==> src/rtl/binary_to_bcd_seq.sv <==
// -----------------------------------------------------------------------------
// binary_to_bcd_seq
//
// Sequential binary-to-BCD converter using the shift-and-add-3 (double dabble)
// method. One operand bit is consumed per clock, so a conversion takes
// BIN_WIDTH shift cycles plus one cycle to publish the result.
//
// Parameters
//   BIN_WIDTH : width of the binary operand (4..32)
//   DIGITS    : number of BCD digits produced (1..10)
//
// Ports
//   clk      : clock, rising edge active
//   rst_n    : asynchronous active-low reset
//   start    : conversion request, only looked at while idle
//   binIn    : unsigned operand, captured on the accepted start cycle
//   busy     : high while a conversion is in flight (SHIFT and DONE)
//   done     : one-cycle pulse when bcdOut/overflow carry a new result
//   bcdOut   : result, digit k at [4k+3:4k], digit 0 = ones
//   overflow : last result did not fit in DIGITS digits (bcdOut is mod 10^DIGITS)
//
// Optional feature
//   BCD_LEADING_BLANK_EN : when defined, leading zero digits above the most
//   significant nonzero digit are published as 4'hF (blank). Digit 0 is never
//   blanked and overflowed results are published unblanked.
// -----------------------------------------------------------------------------
module binary_to_bcd_seq #(
  parameter int BIN_WIDTH = 7,
  parameter int DIGITS    = 3
) (
  input  logic                  clk,
  input  logic                  rst_n,
  input  logic                  start,
  input  logic [BIN_WIDTH-1:0]  binIn,
  output logic                  busy,
  output logic                  done,
  output logic [4*DIGITS-1:0]   bcdOut,
  output logic                  overflow
);

  localparam int SW = 4 * DIGITS;
  localparam int CW = $clog2(BIN_WIDTH + 1);

  typedef enum logic [1:0] {
    IDLE  = 2'd0,
    SHIFT = 2'd1,
    DONE  = 2'd2
  } state_t;

  state_t                state;
  logic [BIN_WIDTH-1:0]  operand;
  logic [SW-1:0]         scratch;
  logic [CW-1:0]         count;
  logic                  lost;      // a 1 has left the top digit this conversion
  logic [SW-1:0]         adjusted;  // scratch after the add-3 correction

  // Add 3 to every digit that is 5 or more, so the following left shift
  // carries correctly into the next decimal digit.
  function automatic logic [SW-1:0] add3(input logic [SW-1:0] s);
    logic [SW-1:0] r;
    r = s;
    for (int k = 0; k < DIGITS; k++) begin
      if (s[4*k +: 4] >= 4'd5) begin
        r[4*k +: 4] = s[4*k +: 4] + 4'd3;
      end else begin
        r[4*k +: 4] = s[4*k +: 4];
      end
    end
    return r;
  endfunction

`ifdef BCD_LEADING_BLANK_EN
  // Replace zero digits above the most significant nonzero digit with 4'hF.
  // Walks from the top digit down; digit 0 is left untouched.
  function automatic logic [SW-1:0] blank_leading(input logic [SW-1:0] s);
    logic [SW-1:0] r;
    logic          seen;
    r    = s;
    seen = 1'b0;
    for (int k = DIGITS - 1; k >= 1; k--) begin
      if (s[4*k +: 4] != 4'd0) begin
        seen = 1'b1;
      end else begin
        seen = seen;
      end
      if (seen) begin
        r[4*k +: 4] = s[4*k +: 4];
      end else begin
        r[4*k +: 4] = 4'hF;
      end
    end
    return r;
  endfunction
`endif

  // Correction stage feeding the shift; purely a function of the scratch register.
  assign adjusted = add3(scratch);

  // Conversion FSM with all outputs registered.
  always_ff @(posedge clk or negedge rst_n) begin
    if (!rst_n) begin
      state    <= IDLE;
      operand  <= '0;
      scratch  <= '0;
      count    <= '0;
      lost     <= 1'b0;
      busy     <= 1'b0;
      done     <= 1'b0;
      bcdOut   <= '0;
      overflow <= 1'b0;
    end else begin
      done <= 1'b0;
      case (state)
        IDLE: begin
          if (start) begin
            operand <= binIn;
            scratch <= '0;
            count   <= '0;
            lost    <= 1'b0;
            busy    <= 1'b1;
            state   <= SHIFT;
          end
        end
        SHIFT: begin
          // {scratch, operand} shifted left by one after correction; the bit
          // leaving the top digit is remembered as overflow.
          scratch <= {adjusted[SW-2:0], operand[BIN_WIDTH-1]};
          operand <= {operand[BIN_WIDTH-2:0], 1'b0};
          lost    <= lost | adjusted[SW-1];
          count   <= count + CW'(1);
          if (count == CW'(BIN_WIDTH - 1)) begin
            state <= DONE;
          end
        end
        DONE: begin
`ifdef BCD_LEADING_BLANK_EN
          bcdOut <= lost ? scratch : blank_leading(scratch);
`else
          bcdOut <= scratch;
`endif
          overflow <= lost;
          done     <= 1'b1;
          busy     <= 1'b0;
          state    <= IDLE;
        end
        default: begin
          busy  <= 1'b0;
          state <= IDLE;
        end
      endcase
    end
  end

endmodule

==> config.mk <==
export PLATFORM = sky130hd
export DESIGN_NAME = binary_to_bcd_seq
export DESIGN_NICKNAME = d
export VERILOG_FILES = /design/src/rtl/binary_to_bcd_seq.sv
export SDC_FILE = /design/constraint.sdc
export NUM_CORES = 1
export LEC_CHECK = 0
export CORE_ASPECT_RATIO = 1.4
export CORE_MARGIN = 2
export CORE_UTILIZATION = 58
export CTS_CLUSTER_DIAMETER = 40
export CTS_CLUSTER_SIZE = 14
export DETAILED_ROUTE_END_ITERATION = 12
export PLACE_DENSITY = 0.83
export SYNTH_ARGS = -nofsm -noshare
export SYNTH_HDL_FRONTEND = slang
export SYNTH_SLANG_ARGS = --single-unit
==> constraint.sdc <==
create_clock -name clk -period 3.5 [get_ports clk]
set_input_delay 0.35 -clock clk [delete_from_list [all_inputs] [get_ports clk]]
set_output_delay 0.35 -clock clk [all_outputs]
set_load 0.05 [all_outputs]
==> results.sh, run 1 <==
export IMPL_status="finished, final reports clean"
export IMPL_area_delta_synth_final_pct=17.4
export IMPL_initial_core_util=0.611
export IMPL_ys_seq_area_frac=0.519
export IMPL_cts_sinks=40
export IMPL_startpoint_type="flip-flop"
export IMPL_clock_path_buffers=2
export IMPL_setup_violations=0
export IMPL_syn_nets=206
export IMPL_grt_util_all_layers=0.235
export IMPL_cts_tree="done"
export IMPL_maxSlewHeadroom=0.400
export IMPL_final_core_util=0.717
export IMPL_post_place_ws_ns=1.50
export IMPL_ant_nets=0
export IMPL_finalClockSkew_ns=0.00720
export IMPL_gr_total_overflow=0
export IMPL_worstPathRequired_ns=3.67
export IMPL_drive_above_1_share=0.0619
export IMPL_num_vias=1497
export IMPL_die_h_um=72.2
export IMPL_yosysTopAreaCellShare=0.519
export IMPL_synth_common_cells="dfrtp_1, nand2_1, inv_1, o21ai_1"
export IMPL_wl_met2_um=1950
export IMPL_drv_cap=0
export IMPL_setup_ws_ns=1.64
export IMPL_root_buffer="clkbuf_8"
export IMPL_grt_pass1_vias=1455
export IMPL_rows=24
export IMPL_layout_worst_path_cycle_share=0.531
export IMPL_ys_warn_count=0
export IMPL_nets=227
export IMPL_hold_viol=0
export IMPL_dp_hpwl_um=2700
export IMPL_finalMaxSlewViolations=0
export IMPL_grt_max_degree=41
export IMPL_synth_largest_area_cell="dfrtp_1"
export IMPL_synthArstFlopShare=1.00
export IMPL_drt_vias_per_instance=6.01
export IMPL_synth_seq_cells=40
export IMPL_period_needed_ns=1.86
export IMPL_synth_area_leaders="dfrtp_1, ha_1, nand2_1"
export IMPL_cts_buffers=5
export IMPL_antenna_cells=0
export IMPL_power_leakage_nw=0.991
export IMPL_die_w_um=52.7
export IMPL_routed_wl_um=3800
export IMPL_synth_main_ff_cell="dfrtp_1"
export IMPL_gp_congestion=0.786
export IMPL_fmax_mhz=538
export IMPL_clock_latency_ns=0.29
export IMPL_placed_area_sq_mm=0.00215
export IMPL_netlist_cell_type_count=30
export IMPL_antenna_found_initial=0
export IMPL_io_pins=25
export IMPL_hold_slack_ns=0.164
export IMPL_syn_area_sq_mm=0.00193
export IMPL_cp_end_kind="flip-flop"
export IMPL_grt_pass1_wl_um=6640
export IMPL_hold_path_class="in2async"
export IMPL_core_sq_mm=0.00315
export IMPL_total_power_mw=2.15
export IMPL_dr_first_iter_drc_count=41
export IMPL_finalNonFillerCells=249
export IMPL_h_tree_depth=2
export IMPL_clk_pin_slew_worst_paths_ns=0.08
export IMPL_cts_setup_buffers=0
export IMPL_p_per_area_mw_per_mm2=952
export IMPL_synth_most_common_cell="dfrtp_1"
export IMPL_arrival_ns=2.03
export IMPL_tightest_slew_ns=0.899
export IMPL_ctsHoldBuffers=0
export IMPL_fill_cells=234
export IMPL_design_area_sq_mm=0.00226
export IMPL_drc=0
export IMPL_port_buffers=24
export IMPL_dp_cells=241
export IMPL_postSynthCellCount=188
export IMPL_worstPathMaxFanout=26
export IMPL_synth_edf_count=0
export IMPL_wl_met1_um=1570
export IMPL_wl_per_cell_um=15.3
export IMPL_tns_ns=0
export IMPL_dr_pass1_iters=5
export IMPL_die_area_sq_mm=0.00381
export IMPL_syn_avg_cell_area_sq_um=10.2
export IMPL_post_cts_resized=0
export IMPL_path_class="reg2reg"
export IMPL_wl_met3_um=202
export IMPL_vdd_ir_drop_max_mv=0.686
export IMPL_top_layer="met4"
export IMPL_rsz0062_at_grt="no"
==> worst max-delay path: stages, from the launching register on <==
cell	delay (ns)
dfrtp_1	0.59
nand2b_1	0.76
mux2_1	0.38
==> final cells by class <==
class / instances / area (sq um) / area share
Clock buffer: 6 / 72.6 / 0.0321
Multi-Input combinational cell: 121 / 802 / 0.355
Tap cell: 39 / 48.8 / 0.0216
Inverter: 16 / 60.1 / 0.0265
Sequential cell: 40 / 1000 / 0.442
Clock inverter: 2 / 35.0 / 0.0155
Timing Repair Buffer: 25 / 243 / 0.107
==> final timing paths <==
path,from,endpoint,slack (ns),cells after the start
max,state[0]$_DFFE_PN0P_,overflow$_DFFE_PN0P_,1.64,2
min,rst_n,bcdOut[0]$_DFFE_PN0P_,0.16,1
max reg2reg,state[0]$_DFFE_PN0P_,overflow$_DFFE_PN0P_,1.64,2
min reg2reg,bcdOut[4]$_DFFE_PN0P_,bcdOut[4]$_DFFE_PN0P_,0.49,2
max in group asynchronous,rst_n,count[0]$_DFFE_PN0P_,2.78,1
min in group clk,bcdOut[4]$_DFFE_PN0P_,bcdOut[4]$_DFFE_PN0P_,0.49,2
==> metal layers <==
layer,up-vias,track usage
met5,-,0
met1,726,0.298
li1,708,-
met3,7,0.0617
met4,0,0.0741
met2,56,0.389
==> registers in the layout, indices dropped and copies added, names as in the netlist <==
register,cells
bcdOut,12
scratch,12
operand,7
count,3
state,2
busy,1
done,1
lost,1
overflow,1
==> layout by cell type, fill, tap and decap left out, types with 2 or more instances in the layout <==
cell and count:
a21oi_1 9, a22oi_1 6, a32o_1 3, clkbuf_8 5
clkdlybuf4s50_1 23, dfrtp_1 40, ha_1 8, inv_1 16
nand2_1 23, nand2b_1 2, nor2b_1 12, o2111ai_1 6
o21a_1 3, o21ai_0 12, o21ai_1 14, o221ai_1 3
o311ai_1 3, o31ai_1 2, o31ai_2 2, o32ai_1 2
xnor2_1 3
==> cell families after synthesis <==
kind of cell | share of synthesized area
compound gates | 0.245
simple gates | 0.0993
flops | 0.519
buf+inv | 0.0643
fa+ha+maj | 0.0520
xor+xnor | 0.0136
mux | 0.00584
==> where the power goes <==
| part | internal, mW | switching [mW] | total [mW] |
|---|---|---|---|
| registers | 0.639 | 0.154 | 0.793 |
| logic | 0.380 | 0.612 | 0.992 |
| clock network | 0.212 | 0.157 | 0.368 |
| total | 1.23 | 0.923 | 2.15 |
(Power assumes the default switching activity.)
==> inputs of run 2 (changes only) <==
CORE_UTILIZATION = 49   (was 58)
PLACE_DENSITY = 0.75   (was 0.83)
clock period = 1.6 ns   (was 3.5 ns; I/O delays follow)
==> run 2 against run 1 <==
  * Combinational power up 130%
  * Die area up 17%
  * Global-route usage down 3.4 points
  * Critical path depth up 3
  * Via count up 1.5%
  * First-iteration DRC count up 15%
  * Power up 120%
  * Clock skew up 0.00062 ns
  * Sequential share of layout area down 1.3 points
  * Core utilization down 11 points
  * Cell count up 6.0%
==> results.sh, run 2 (synthesis gave the netlist of run 1 again) <==
export IMPL_routed_wl_um=4120
export IMPL_startpoint_type="flip-flop"
export IMPL_drt_vias_per_instance=5.75
export IMPL_drive_above_1_share=0.181
export IMPL_finalNonFillerCells=264
export IMPL_setup_ws_ns=0.0974
export IMPL_antenna_cells=0
export IMPL_clock_latency_ns=0.30
export IMPL_final_cell_mix="dfrtp_1, buf_4, nand2_1, inv_1, o21ai_1"
export IMPL_clock_path_buffers=2
export IMPL_clk_pin_slew_worst_paths_ns=0.08
export IMPL_status="finished, final reports clean"
export IMPL_power_leakage_nw=1.08
export IMPL_dr_first_iter_drc_count=47
export IMPL_worstPathMaxFanout=4
export IMPL_maxSlewHeadroom=0.669
export IMPL_num_vias=1519
export IMPL_antenna_found_initial=0
export IMPL_p_per_area_mw_per_mm2=2050
export IMPL_worstPathRequired_ns=1.79
export IMPL_grt_pass1_wl_um=7000
export IMPL_layout_worst_path_cycle_share=0.939
export IMPL_cts_tree="done"
export IMPL_largestRegisters="bcdOut: 12 flops, scratch: 12 flops, operand: 7 flops"
export IMPL_post_place_ws_ns=0.121
export IMPL_arrival_ns=1.69
export IMPL_tns_ns=0
export IMPL_finalClockSkew_ns=0.00782
export IMPL_core_sq_mm=0.00385
export IMPL_cts_sinks=40
export IMPL_drv_cap=0
export IMPL_grt_pass1_vias=1510
export IMPL_total_power_mw=4.78
export IMPL_io_pins=25
export IMPL_vdd_ir_drop_max_mv=1.15
export IMPL_area_delta_synth_final_pct=21.0
export IMPL_layout_commonest_cell="dfrtp_1"
export IMPL_gp_congestion=0.890
export IMPL_period_needed_ns=1.50
export IMPL_root_buffer="clkbuf_8"
export IMPL_wl_per_cell_um=15.6
export IMPL_dp_cells=254
export IMPL_initial_core_util=0.500
export IMPL_ant_nets=0
export IMPL_cp_end_kind="flip-flop"
export IMPL_path_class="reg2reg"
export IMPL_die_w_um=57
export IMPL_port_buffers=24
export IMPL_die_h_um=78.2
export IMPL_nets=238
export IMPL_rows=27
export IMPL_cts_buffers=5
export IMPL_dp_hpwl_um=2970
export IMPL_setup_violations=0
export IMPL_hold_viol=0
export IMPL_grt_max_degree=26
export IMPL_hold_path_class="in2async"
export IMPL_tightest_slew_ns=0.496
export IMPL_rsz0062_at_grt="no"
export IMPL_gr_total_overflow=0
export IMPL_finalMaxSlewViolations=0
export IMPL_final_core_util=0.606
export IMPL_h_tree_depth=2
export IMPL_grt_util_all_layers=0.201
export IMPL_fmax_mhz=666
export IMPL_dr_pass1_iters=4
export IMPL_drc=0
export IMPL_die_area_sq_mm=0.00446
-- run 2: path summary, 6_finish.rpt --
kind / cells after the start / from / endpoint / slack, ns
min in group clk: 2 / bcdOut[6]$_DFFE_PN0P_ / bcdOut[6]$_DFFE_PN0P_ / 0.49
max in group asynchronous: 3 / rst_n / scratch[1]$_DFFE_PN0P_ / 0.79
max: 5 / scratch[4]$_DFFE_PN0P_ / scratch[6]$_DFFE_PN0P_ / 0.1
min reg2reg: 2 / bcdOut[6]$_DFFE_PN0P_ / bcdOut[6]$_DFFE_PN0P_ / 0.49
min: 2 / rst_n / busy$_DFFE_PN0P_ / 0.33
max reg2reg: 5 / scratch[4]$_DFFE_PN0P_ / scratch[6]$_DFFE_PN0P_ / 0.1
-- run 2: power breakdown --
group          switching [mW]  internal [mW]
Clock                   0.349          0.463
Combinational            1.41          0.872
Sequential              0.295           1.40
Total                    2.05           2.73
-- run 2: per-stage QoR --
| step | hold WS (ns) | area (sq um) |
|---|---|---|
| final | 0.331 | 2330 |
| after global routing | 0.391 | 2330 |
| after CTS | 0.352 | 2320 |
| after detailed placement | 0.130 | 2200 |
| after global placement | 0.117 | 2200 |
| after floorplan | -0.136 | 1930 |
-- run 2: cell type report --
cell class	count	area, sq um
clock buffer	6	72.6
clock inverter	2	35.0
fill	333	1520
inverter	16	60.1
multi-input combinational	121	807
sequential	40	1000
tap	43	53.8
timing repair buffer	36	303
-- run 2: timing repair --
| action | CTS | global route |
|---|---|---|
| hold buffers | 1 | 0 |
| buffers inserted | 0 | 1 |
| setup endpoints to repair | 0 | 2 |
| resized for setup | 0 | 2 |
| endpoints found under the hold margin | 17 | 0 |
-- run 2: critical path, stage by stage (launching register included) --
cell	delay (ns)
dfrtp_1	0.41
inv_1	0.12
ha_1	0.26
nor2b_2	0.18
o21a_1	0.20
o311ai_1	0.23
-- run 2: routing by layer --
metal / wire, um / global-route usage / vias up
met3: 148 / 0.0412 / 8
li1: - / - / 733
met5: 0 / 0 / -
met4: 87 / 0.0953 / 0
met2: 2140 / 0.339 / 34
met1: 1740 / 0.242 / 744
